==> src/rtl/router_pkg.sv <==
// Shared constants for the 1x3 router: byte width, output FIFO depth and header field layout.
package router_pkg;

   localparam int DATA_W     = 8;
   localparam int FIFO_DEPTH = 16;
   localparam int PKT_CNT_W  = 6;

   // Header byte layout: destination address in the low bits, payload length above it.
   localparam int ADDR_LSB = 0;
   localparam int ADDR_MSB = 1;
   localparam int LEN_LSB  = 2;
   localparam int LEN_MSB  = 7;

endpackage

==> src/rtl/router_fifo_if.sv <==
// Handshake/data bundle between the router FSM/register stage (master) and one output FIFO (slave).
// Error flags exist only when ROUTER_FIFO_ERR_FLAG_EN is defined.
interface router_fifo_if #(parameter int WIDTH = router_pkg::DATA_W);

   logic             write_enb;
   logic             read_enb;
   logic             lfd_state;
   logic [WIDTH-1:0] data_in;
   logic [WIDTH-1:0] data_out;
   logic             full;
   logic             empty;
`ifdef ROUTER_FIFO_ERR_FLAG_EN
   logic             overflow_err;
   logic             underflow_err;

   modport master (output write_enb, read_enb, lfd_state, data_in,
                   input  data_out, full, empty, overflow_err, underflow_err);
   modport slave  (input  write_enb, read_enb, lfd_state, data_in,
                   output data_out, full, empty, overflow_err, underflow_err);
`else
   modport master (output write_enb, read_enb, lfd_state, data_in,
                   input  data_out, full, empty);
   modport slave  (input  write_enb, read_enb, lfd_state, data_in,
                   output data_out, full, empty);
`endif

endinterface

==> src/rtl/router_fifo_mem.sv <==
// Storage array for router_fifo: one synchronous write port, one asynchronous read port, no reset.
module router_fifo_mem #(
   parameter int WIDTH = 9,
   parameter int DEPTH = 16
) (
   input  logic                     clk,
   input  logic                     we,
   input  logic [$clog2(DEPTH)-1:0] waddr,
   input  logic [WIDTH-1:0]         wdata,
   input  logic [$clog2(DEPTH)-1:0] raddr,
   output logic [WIDTH-1:0]         rdata
);

   logic [WIDTH-1:0] mem [DEPTH];

   always_ff @(posedge clk) begin
      if (we) mem[waddr] <= wdata;
   end

   assign rdata = mem[raddr];

endmodule

==> src/rtl/router_fifo.sv <==
// Per-destination router output FIFO with header tagging and read-side packet length tracking.
// Optional sticky overflow/underflow flags are enabled by ROUTER_FIFO_ERR_FLAG_EN.
module router_fifo
   import router_pkg::*;
#(
   parameter int WIDTH = DATA_W,
   parameter int DEPTH = FIFO_DEPTH
) (
   input  logic          clk,
   input  logic          rst,
   input  logic          soft_reset,
   router_fifo_if.slave  bus
);

   localparam int AW = $clog2(DEPTH);
   localparam int PW = AW + 1;

   logic [PW-1:0]        wr_ptr, rd_ptr;
   logic [WIDTH:0]       rd_data;
   logic [WIDTH-1:0]     data_out_q;
   logic [PKT_CNT_W-1:0] pkt_cnt;
   logic                 full, empty, push, pop;

   // Extra pointer MSB distinguishes a full wrap from empty.
   assign empty = (wr_ptr == rd_ptr);
   assign full  = (wr_ptr[AW] != rd_ptr[AW]) && (wr_ptr[AW-1:0] == rd_ptr[AW-1:0]);
   assign push  = bus.write_enb && !full;
   assign pop   = bus.read_enb && !empty;

   assign bus.full     = full;
   assign bus.empty    = empty;
   assign bus.data_out = data_out_q;

   router_fifo_mem #(
      .WIDTH (WIDTH + 1),
      .DEPTH (DEPTH)
   ) u_mem (
      .clk   (clk),
      .we    (push && !soft_reset),
      .waddr (wr_ptr[AW-1:0]),
      .wdata ({bus.lfd_state, bus.data_in}),
      .raddr (rd_ptr[AW-1:0]),
      .rdata (rd_data)
   );

   always_ff @(posedge clk or negedge rst) begin
      if (!rst) begin
         wr_ptr     <= '0;
         rd_ptr     <= '0;
         pkt_cnt    <= '0;
         data_out_q <= '0;
      end else if (soft_reset) begin
         wr_ptr     <= '0;
         rd_ptr     <= '0;
         pkt_cnt    <= '0;
         data_out_q <= '0;
      end else begin
         if (push) wr_ptr <= wr_ptr + PW'(1);
         if (pop) begin
            rd_ptr     <= rd_ptr + PW'(1);
            data_out_q <= rd_data[WIDTH-1:0];
            // Header reload counts payload plus the trailing parity byte.
            if (rd_data[WIDTH])
               pkt_cnt <= rd_data[LEN_MSB:LEN_LSB] + PKT_CNT_W'(1);
            else if (pkt_cnt != '0)
               pkt_cnt <= pkt_cnt - PKT_CNT_W'(1);
         end else if (pkt_cnt == '0) begin
            data_out_q <= '0;
         end
      end
   end

`ifdef ROUTER_FIFO_ERR_FLAG_EN
   logic overflow_q, underflow_q;

   always_ff @(posedge clk or negedge rst) begin
      if (!rst) begin
         overflow_q  <= 1'b0;
         underflow_q <= 1'b0;
      end else if (soft_reset) begin
         overflow_q  <= 1'b0;
         underflow_q <= 1'b0;
      end else begin
         if (bus.write_enb && full) overflow_q  <= 1'b1;
         if (bus.read_enb && empty) underflow_q <= 1'b1;
      end
   end

   assign bus.overflow_err  = overflow_q;
   assign bus.underflow_err = underflow_q;
`endif

endmodule
==> src/flat_wrapper.sv <==
// flat-port wrapper written by rule: the top's interface ports become plain ports
module router_fifo_flat import router_pkg::*;
#(
   parameter int WIDTH = DATA_W,
   parameter int DEPTH = FIFO_DEPTH
)
  (clk, rst, soft_reset, bus_write_enb, bus_read_enb, bus_lfd_state, bus_data_in, bus_data_out, bus_full, bus_empty);
  router_fifo_if #(.WIDTH(WIDTH)) bus_i ();
  input  logic clk;
  input  logic rst;
  input  logic soft_reset;
  input wire logic [$bits(bus_i.write_enb)-1:0] bus_write_enb;
  input wire logic [$bits(bus_i.read_enb)-1:0] bus_read_enb;
  input wire logic [$bits(bus_i.lfd_state)-1:0] bus_lfd_state;
  input wire logic [$bits(bus_i.data_in)-1:0] bus_data_in;
  output wire logic [$bits(bus_i.data_out)-1:0] bus_data_out;
  output wire logic [$bits(bus_i.full)-1:0] bus_full;
  output wire logic [$bits(bus_i.empty)-1:0] bus_empty;
  assign bus_i.write_enb = bus_write_enb;
  assign bus_i.read_enb = bus_read_enb;
  assign bus_i.lfd_state = bus_lfd_state;
  assign bus_i.data_in = bus_data_in;
  assign bus_data_out = bus_i.data_out;
  assign bus_full = bus_i.full;
  assign bus_empty = bus_i.empty;
  router_fifo #(.WIDTH(WIDTH), .DEPTH(DEPTH)) u_core (.clk(clk), .rst(rst), .soft_reset(soft_reset), .bus(bus_i));
endmodule
==> config.mk <==
export PLATFORM = sky130hd
export DESIGN_NAME = router_fifo_flat
export DESIGN_NICKNAME = d
export VERILOG_FILES = /design/src/rtl/router_pkg.sv /design/src/rtl/router_fifo_if.sv /design/src/rtl/router_fifo_mem.sv /design/src/rtl/router_fifo.sv /design/src/flat_wrapper.sv
export SDC_FILE = /design/constraint.sdc
export NUM_CORES = 1
export LEC_CHECK = 0
export ABC_AREA = 1
export BUFFER_PORTS_ARGS = -buffer_cell sky130_fd_sc_hd__buf_2
export CAP_MARGIN = 20
export CORE_MARGIN = 1.5
export CORE_UTILIZATION = 56
export DETAILED_ROUTE_END_ITERATION = 8
export GPL_ROUTABILITY_DRIVEN = 0
export GPL_TIMING_DRIVEN = 0
export PLACE_DENSITY = 0.79
export SLEW_MARGIN = 20
export SYNTH_ARGS = -nofsm -noshare
export SYNTH_HDL_FRONTEND = slang
export SYNTH_SLANG_ARGS = --single-unit
==> constraint.sdc <==
create_clock -name clk -period 2.18 [get_ports clk]
set_clock_uncertainty 0.15 [all_clocks]
set_input_delay 0.327 -clock clk [delete_from_list [all_inputs] [get_ports clk]]
set_output_delay 0.327 -clock clk [all_outputs]
set_load 0.03 [all_outputs]
==> impl_metrics.json, run 1 <==
{
  "antenna_found_initial": 0,
  "path_cells": "xor2_1 > nor2_2 > nand2_1 > or2_4 > nand2_4 > nor2_4 > nand2_4 > nor2_4 > clkbuf_16",
  "crit_buf_inv": 1,
  "clkTransAtPathRegs_ps": 60,
  "diodes": 0,
  "cts_tree": "done",
  "crit_required_ps": 2180,
  "ys_ff_latch": 168,
  "worst_pin_slew_ps": 923,
  "post-place-ws_ps": -752,
  "ant_nets": 0,
  "synth.distinct_cells": 34,
  "crit_family": "simple AND/OR/NAND/NOR gates",
  "synth_cells": 727,
  "grt_pass1_vias": 5673,
  "power_leakage_nw": 3.81,
  "hold_violations": 0,
  "slew_headroom_pct": 38.5,
  "grtUsageTotal_pct": 28.9,
  "drc": 0,
  "layout_commonest_cell": "nand2_1",
  "yosys.area.top_type": "edfxtp_1",
  "slew_violations": 0,
  "rows": 42,
  "nNetsFinal": 823,
  "fin_crit_ps": 2380,
  "finalWirelength_mm": 21.1,
  "syn_area_per_cell_sq_um": 10.4,
  "numCtsBuffers": 17,
  "overflow": 0,
  "die_h_um": 119,
  "firstDrtPassIters": 8,
  "synth_flop_cell": "edfxtp_1",
  "crit_arrival_ps": 2380,
  "critical_path_class": "register to register",
  "end_kind": "register",
  "ir_drop_v": 0.000586,
  "synth.cell_area_sq_um": 7550,
  "cpMaxStageDelayCell": "dfrtp_1",
  "h-tree-depth": 4,
  "io_buffer_count": 23,
  "setup_viol": 150,
  "grt_max_degree": 25,
  "drt-wirelength-per-cell_um": 21.4,
  "yosysSeqAreaShare_pct": 65.2,
  "fmax_mhz": 420,
  "fp.dieArea_sq_um": 14200,
  "synth-edff-count": 144,
  "async_reset_ff_share_pct": 14.3,
  "path_max_fanout": 5,
  "synth_top_area_share_pct": 57.3,
  "grt_pass1_wl_mm": 30.3,
  "p_per_area_nw_per_um2": 868,
  "coreArea_sq_um": 13200,
  "clk_path_buf_depth": 2,
  "cts.sinks": 168,
  "area_growth_pct": 21.6,
  "startpoint_type": "register",
  "most-common-layout-cells": "nand2_1 (212), edfxtp_1 (144), inv_1 (77)",
  "synth_warnings": 0,
  "clkLatencyLatePin_ps": 430,
  "cp_slowest_stage_delay_ps": 450,
  "cap_violations": 0,
  "vias": 5955,
  "first_iter_violations": 881,
  "hold_class": "input pin to register",
  "period_share_pct": 109,
  "layout-drive-gt1-share_pct": 22.4,
  "dieWidth_um": 119,
  "cts_root_buf": "clkbuf_16",
  "viasPerCell": 6.02,
  "rsz0062_at_grt": "true",
  "synth.area.top_cells": "edfxtp_1 (57%), nand2_1 (11%), dfrtp_1 (8.0%)",
  "ios": 24,
  "dp_hpwl_mm": 11.4,
  "violations": "setup timing",
  "p_total_mw": 7.97,
  "syn-num-nets": 749,
  "outcome": "finished, violations left",
  "start_util_pct": 57.2,
  "layout_setup_ws_ps": -203
}
## flip-flops by register name (all words and copies together) (netlist names)
| register | flops |
|---|---|
| u_core.rd_ptr | 5 |
| u_core.wr_ptr | 5 |
| u_core.u_mem.mem | 144 |
| u_core.pkt_cnt | 6 |
| u_core.bus.data_out | 8 |
## worst min-delay path, delay by kind of cell
family / cells / cell delay (ps)
buffers and inverters: 2 / 210
AO/OA/AOI/OAI: 1 / 70
AND/OR/NAND/NOR: 1 / 60
## power breakdown
part | switching, mW | internal, mW
Combinational | 1.14 | 0.591
Sequential | 0.0548 | 3.57
Clock | 1.19 | 1.42
Total | 2.39 | 5.58
## cell type report
class                           count  area, sq um
Sequential cell                   168         4920
Fill cell                         828         4010
Multi-Input combinational cell    444         2410
Timing Repair Buffer               55          564
Clock buffer                       20          437
Inverter                           86          328
Buffer                             29          236
Tap cell                          176          220
Clock inverter                     11         60.1
## synthesized netlist by cell type, drive strengths merged (3+ instances only)
master,number
a21oi,15
buf,28
dfrtp,24
edfxtp,144
ha,8
inv,86
nand2,225
nand3,69
nor2,57
nor3,8
o211ai,3
o21ai,35
o22ai,5
xor2,8
## final timing paths
path / slack (ps) / from / endpoint / cells past startpoint
worst max register to register: -200 / u_core.wr_ptr[2] / u_core.u_mem.mem[5][3] / 9
worst min register to register: 350 / u_core.pkt_cnt[0] / u_core.pkt_cnt[0] / 2
max in group asynchronous: 1210 / rst / u_core.rd_ptr[0] / 2
worst max-delay path: -200 / u_core.wr_ptr[2] / u_core.u_mem.mem[5][3] / 9
worst min-delay path: 130 / soft_reset / u_core.rd_ptr[1] / 4
min in group asynchronous: 290 / rst / u_core.wr_ptr[3] / 2
## repair_timing
item | 4_1_cts | 5_1_grt
pin swaps | 17 | 24
hold endpoints to repair | 24 | 0
cloned | 0 | 1
buffers inserted | 20 | 7
hold buffers | 1 | 0
setup endpoints to repair | 147 | 159
resized for setup | 52 | 44
## stage by stage
stage | TNS, ps | cell area, sq um | util, % | instances | hold WS [ps]
detailed placement | -68670 | 7930 | 60.1 | 929 | 197
finish | -13800 | 9180 | 69.6 | 989 | 129
global placement | -74090 | 7890 | 59.8 | 926 | 180
CTS | -173 | 8910 | 67.6 | 981 | 106
global route | -19530 | 9180 | 69.6 | 989 | 127
floorplan | -6940 | 7560 | - | 727 | -119
## layer usage
layer / vias to the layer above / share of wire, % / global-route usage, %
met5: - / 0 / 0
met4: 0 / 5.5 / 14.7
met3: 119 / 10 / 7.71
met2: 482 / 50 / 48.9
met1: 2802 / 35 / 34.0
li1: 2552 / - / -
## logic make-up after synthesis
kind of cell    count (synthesis)  synth area share [%]
flops                         168                  65.2
buf+inv                       115                  6.98
compound gates                 66                  5.49
xor+xnor                        9                  1.04
fa+ha+maj                       8                  1.33
simple gates                  361                  19.9
Power figures use the tool's default switching activity.
==> inputs of run 2 (changes only) <==
--- a/config.mk
+++ b/config.mk
@@ -8,11 +8,13 @@
 export ABC_AREA = 1
 export BUFFER_PORTS_ARGS = -buffer_cell sky130_fd_sc_hd__buf_2
 export CAP_MARGIN = 20
+export CORE_ASPECT_RATIO = 0.8
 export CORE_MARGIN = 1.5
 export CORE_UTILIZATION = 56
 export DETAILED_ROUTE_END_ITERATION = 8
 export GPL_ROUTABILITY_DRIVEN = 0
 export GPL_TIMING_DRIVEN = 0
+export MAX_ROUTING_LAYER = met4
 export PLACE_DENSITY = 0.79
 export SLEW_MARGIN = 20
 export SYNTH_ARGS = -nofsm -noshare
==> run 2 against run 1 <==
  * Register-to-register slack improved by 60 ps
  * Clock power rose by 14%
  * Routed wire length fell by 2.9%
  * Combinational power grew 7%
  * Fmax rose by 2.7%
  * Worst setup slack improved by 63 ps
  * Critical path depth increased by 1
  * Sequential cell count did not move
  * Sequential power barely moved
  * Largest power group unchanged
  * The run still ends with setup timing left
  * Largest cell class unchanged
  * First-iteration DRC count is 21% lower
==> impl_metrics.json, run 2 (same netlist as run 1, synthesis figures left out) <==
{
  "nFillCells": 770,
  "fmax_mhz": 431,
  "crit_arrival_ps": 2320,
  "dieWidth_um": 133,
  "ir_drop_v": 0.000743,
  "tns_ps": -10320,
  "final_area_sq_um": 9470,
  "crit_family": "simple AND/OR/NAND/NOR gates",
  "reg2reg_from": "u_core.rd_ptr[0]",
  "multi_input_area_sq_um": 2450,
  "slew_violations": 0,
  "layout_commonest_cell": "nand2_1",
  "cpMaxStageDelayCell": "dfrtp_1",
  "dp_hpwl_mm": 11.6,
  "rsz0062_at_grt": "true",
  "critical_path_class": "register to register",
  "whs_ps": 126,
  "cts.sinks": 168,
  "period_share_pct": 106,
  "io_buffer_count": 23,
  "layout_setup_ws_ps": -140,
  "vias": 5886,
  "hold_class": "input pin to register",
  "viasPerCell": 5.90,
  "overflow": 0,
  "grt_pass1_vias": 5623,
  "first_iter_violations": 693,
  "numCtsBuffers": 17,
  "drc": 0,
  "fp.dieArea_sq_um": 14200,
  "antenna_found_initial": 0,
  "top_register": "u_core.u_mem.mem",
  "post_dp_cell_area_sq_um": 7930,
  "startpoint": "u_core.rd_ptr[0]",
  "clkTransAtPathRegs_ps": 70,
  "hold_violations": 0,
  "largest_reg_flops": 144,
  "diodes": 0,
  "most-common-layout-cells": "nand2_1 (210), edfxtp_1 (144), inv_1 (75)",
  "area_growth_pct": 25.5,
  "cp_slowest_stage_delay_ps": 400,
  "hp-start": "soft_reset",
  "grt_max_degree": 25,
  "crit_buf_inv": 2,
  "setup_viol": 152,
  "path_cells": "buf_8 > xor2_2 > nor2_2 > nand2_1 > or2_4 > nand2_4 > nor2_4 > nand2_4 > nor2_4 > clkbuf_16",
  "nNetsFinal": 831,
  "firstDrtPassIters": 8,
  "ant_nets": 0,
  "startpoint_type": "register",
  "die_h_um": 107,
  "placed_cells": 928,
  "cts_root_buf": "clkbuf_16",
  "clk_path_buf_depth": 2,
  "crit_required_ps": 2180,
  "clkLatencyLatePin_ps": 430,
  "outcome": "finished, violations left",
  "start_util_pct": 58.0,
  "stdcell_count": 997,
  "fin_crit_ps": 2320,
  "p_per_area_nw_per_um2": 893,
  "grt_pass1_wl_mm": 30.0,
  "cts_tree": "done",
  "end_kind": "register",
  "path_max_fanout": 7,
  "grtUsageTotal_pct": 29.6,
  "seqCellArea_sq_um": 4920,
  "finalWirelength_mm": 20.5,
  "rows": 37,
  "post-place-ws_ps": -701,
  "coreArea_sq_um": 13000,
  "cap_violations": 0,
  "layout-drive-gt1-share_pct": 24.5,
  "power_leakage_nw": 3.93,
  "slew_headroom_pct": 41.0,
  "drt-wirelength-per-cell_um": 20.6,
  "worst_pin_slew_ps": 886,
  "violations": "setup timing",
  "ios": 24,
  "h-tree-depth": 4
}
## run 2: final cells by class
| class | count | area share, % |
|---|---|---|
| clock buffers | 17 | 4.49 |
| flip-flops and latches | 168 | 52.0 |
| clock inverters | 15 | 1.64 |
| multi-input cells | 444 | 25.9 |
| plain buffers | 28 | 3.03 |
| repair buffers | 64 | 7.04 |
| well taps | 175 | 2.31 |
| inverters | 86 | 3.58 |
## run 2: final timing paths
| kind | endpoint | slack, ps | cells past startpoint |
|---|---|---|---|
| worst max register to register | u_core.u_mem.mem[12][1] | -140 | 10 |
| worst max-delay path | u_core.u_mem.mem[12][1] | -140 | 10 |
| worst min-delay path | u_core.pkt_cnt[5] | 130 | 4 |
| min in group asynchronous | u_core.bus.data_out[3] | 270 | 2 |
| max in group asynchronous | u_core.bus.data_out[1] | 1240 | 2 |
| worst min register to register | u_core.pkt_cnt[0] | 360 | 2 |
## run 2: timing repair
| action | 4_1_cts | 5_1_grt |
|---|---|---|
| setup buffers | 26 | 9 |
| pin swaps | 20 | 36 |
| resized for setup | 62 | 77 |
| setup endpoints to repair | 142 | 154 |
| gates cloned | 0 | 2 |
| endpoints found under the hold margin | 24 | 0 |
| hold buffers | 1 | 0 |
## run 2: metrics by stage
step / utilization, % / total power, mW
6_report: 72.8 / 8.46
5_1_grt: 72.8 / 8.71
4_1_cts: 69.8 / 8.16
3_5_place_dp: 60.9 / 5.12
3_3_place_gp: 60.7 / 5.06
2_1_floorplan: - / 4.70
## run 2: worst register-to-register path, cell delays in order, from the launching register on
cell,delay (ps)
dfrtp_1,400
buf_8,180
xor2_2,150
nor2_2,60
nand2_1,80
or2_4,140
nand2_4,70
nor2_4,260
nand2_4,170
nor2_4,200
clkbuf_16,180
## run 2: routing by layer
layer  vias up  wire length (um)  track usage (%)  share of wire, %
met3        70              2190             5.86                11
met1      2798              7740             38.3                38
li1       2578                 -                -                 -
met2       440              9820             46.4                48
met5         -                 0                -                 0
met4         0               748             12.8               3.6
## run 2: where the power goes
part	total (mW)	internal [mW]	leakage, nW	switching [mW]
clock network	2.99	1.62	0.287	1.36
registers	3.62	3.57	1.62	0.0569
logic	1.85	0.668	2.02	1.18
==> inputs of run 3 (changes only) <==
--- a/config.mk
+++ b/config.mk
@@ -10,12 +10,13 @@
 export CAP_MARGIN = 20
 export CORE_ASPECT_RATIO = 0.8
 export CORE_MARGIN = 1.5
-export CORE_UTILIZATION = 56
+export CORE_UTILIZATION = 60
 export DETAILED_ROUTE_END_ITERATION = 8
 export GPL_ROUTABILITY_DRIVEN = 0
 export GPL_TIMING_DRIVEN = 0
 export MAX_ROUTING_LAYER = met4
-export PLACE_DENSITY = 0.79
+export PLACE_DENSITY = 0.8
+export RECOVER_POWER = 25
 export SLEW_MARGIN = 20
 export SYNTH_ARGS = -nofsm -noshare
 export SYNTH_HDL_FRONTEND = slang
==> constraint.sdc (replaced) <==
create_clock -name clk -period 3 [get_ports clk]
set_clock_uncertainty 0.15 [all_clocks]
set_input_delay 0.45 -clock clk [delete_from_list [all_inputs] [get_ports clk]]
set_output_delay 0.45 -clock clk [all_outputs]
set_load 0.03 [all_outputs]
==> run 3 against run 2 <==
  * The run now ends clean
  * Sequential cell count did not move
  * Critical path depth fell by 1
  * Sequential power fell by 27%
  * Combinational power fell by 42%
  * Count of clock-buffer cells in the layout rose by 1
  * Register-to-register slack improved by 180 ps
  * Critical path type unchanged
==> impl_metrics.json, run 3 (same netlist as run 1, synthesis figures left out) <==
{
  "nNetsFinal": 795,
  "clk_path_buf_depth": 2,
  "cp_slowest_stage_delay_ps": 860,
  "top_register": "u_core.u_mem.mem",
  "multi_input_area_sq_um": 2120,
  "end_kind": "register",
  "power_leakage_nw": 3.59,
  "ff2ff_setup_slack_ps": 40,
  "coreArea_sq_um": 12200,
  "most-common-layout-cells": "nand2_1 (219), edfxtp_1 (144), inv_1 (80)",
  "tns_ps": 0,
  "fp.dieArea_sq_um": 13300,
  "hold_violations": 0,
  "cts.sinks": 168,
  "dp_hpwl_mm": 11.5,
  "grt_pass1_vias": 5411,
  "ir_drop_v": 0.000467,
  "final_area_sq_um": 8570,
  "seqCellArea_sq_um": 4920,
  "path_max_fanout": 9,
  "crit_required_ps": 2900,
  "cpMaxStageDelayCell": "nor2_1",
  "worst_pin_slew_ps": 1110,
  "hp-start": "bus_write_enb",
  "rows": 36,
  "cts_setup_buffers": 0,
  "clkTransAtPathRegs_ps": 70,
  "path_cells": "buf_6 > xor2_1 > nor2_2 > nand2_1 > or2_2 > nand2_2 > nor2_1 > nand2_1 > nor2_1",
  "layout_commonest_cell": "nand2_1",
  "antenna_found_initial": 0,
  "io_buffer_count": 23,
  "overflow": 0,
  "grtUsageTotal_pct": 30.5,
  "nFillCells": 843,
  "p_per_area_nw_per_um2": 711,
  "ant_nets": 0,
  "vias": 5478,
  "finalWirelength_mm": 17.9,
  "clkLatencyLatePin_ps": 440,
  "setup_viol": 0,
  "die_h_um": 103,
  "largest_reg_flops": 144,
  "slew_headroom_pct": 25.4,
  "fin_util_pct": 70.2,
  "cts_root_buf": "clkbuf_16",
  "fmax_mhz": 338,
  "numCtsBuffers": 17,
  "area_growth_pct": 13.5,
  "h-tree-depth": 4,
  "viasPerCell": 5.72,
  "startpoint_type": "register",
  "outcome": "complete, no violations",
  "placed_cells": 924,
  "layout-drive-gt1-share_pct": 14.5,
  "drc": 0,
  "post_dp_cell_area_sq_um": 7920,
  "period_share_pct": 98.7,
  "whs_ps": 221,
  "cap_violations": 0,
  "firstDrtPassIters": 6,
  "grt_pass1_wl_mm": 28.3,
  "slew_violations": 0,
  "fin_crit_ps": 2960,
  "diodes": 0,
  "grt_max_degree": 25,
  "min_to": "u_core.wr_ptr[1]",
  "reg2reg_to": "u_core.u_mem.mem[10][0]",
  "drt-wirelength-per-cell_um": 18.7,
  "hold_class": "input pin to register",
  "reg2reg_from": "u_core.rd_ptr[1]",
  "crit_arrival_ps": 2860,
  "dieWidth_um": 128,
  "rsz0062_at_grt": "true",
  "min_path_cells": 4,
  "r2r_cells": 9,
  "ios": 24,
  "cts_tree": "done",
  "first_iter_violations": 515,
  "stdcell_count": 957,
  "critical_path_class": "register to register",
  "start_util_pct": 61.8
}
[run 3: routing by layer]
metal  GRT usage [%]  wire length, um  vias up
li1                -                -     2501
met1            38.7             7020     2608
met2            47.7             8690      315
met3            7.72             1740       54
met4            12.4              463        0
met5               -                0        -
[run 3: repair_timing]
action,in CTS,in global routing
hold buffers,1,0
setup endpoints to repair,0,60
endpoints found under the hold margin,24,0
gates resized for setup,0,4
[run 3: area by class of cell]
cell class / count / area share (%)
Buffer: 29 / 2.35
Clock buffer: 18 / 5.13
Clock inverter: 14 / 2.35
Inverter: 86 / 3.80
Multi-Input combinational cell: 444 / 24.8
Sequential cell: 168 / 57.5
Tap cell: 171 / 2.50
Timing Repair Buffer: 27 / 1.64
[run 3: through the flow]
step / worst slack (ps) / power (mW)
after floorplan: 719 / 3.41
final: 40.3 / 6.09
after global placement: 11.8 / 3.67
after detailed placement: 127 / 3.72
after global routing: -95.6 / 6.30
after CTS: 94.4 / 6.07
[run 3: how the worst max path moves through the flow]
| stage | start | to | depth (start not counted) |
|---|---|---|---|
| final | u_core.rd_ptr[1] | u_core.u_mem.mem[10][0] | 9 |
| after global routing | u_core.rd_ptr[1] | u_core.u_mem.mem[2][6] | 9 |
| after CTS | u_core.rd_ptr[1] | u_core.u_mem.mem[10][0] | 9 |
| after detailed placement | u_core.rd_ptr[1] | u_core.u_mem.mem[10][6] | 9 |
| after global placement | u_core.rd_ptr[1] | u_core.u_mem.mem[11][2] | 9 |
| after floorplan | u_core.rd_ptr[0] | u_core.u_mem.mem[11][0] | 9 |
[run 3: where the power goes]
| group | total, mW | switching, mW | internal, mW |
|---|---|---|---|
| Sequential | 2.63 | 0.0398 | 2.59 |
| Combinational | 1.08 | 0.744 | 0.338 |
| Clock | 2.38 | 1.00 | 1.38 |
[run 3: critical path, delay by kind of cell (launching register included)]
family	cells	cell delay, ps
simple gates	7	1670
buf+inv	1	170
xor+xnor	1	200
flops	1	390
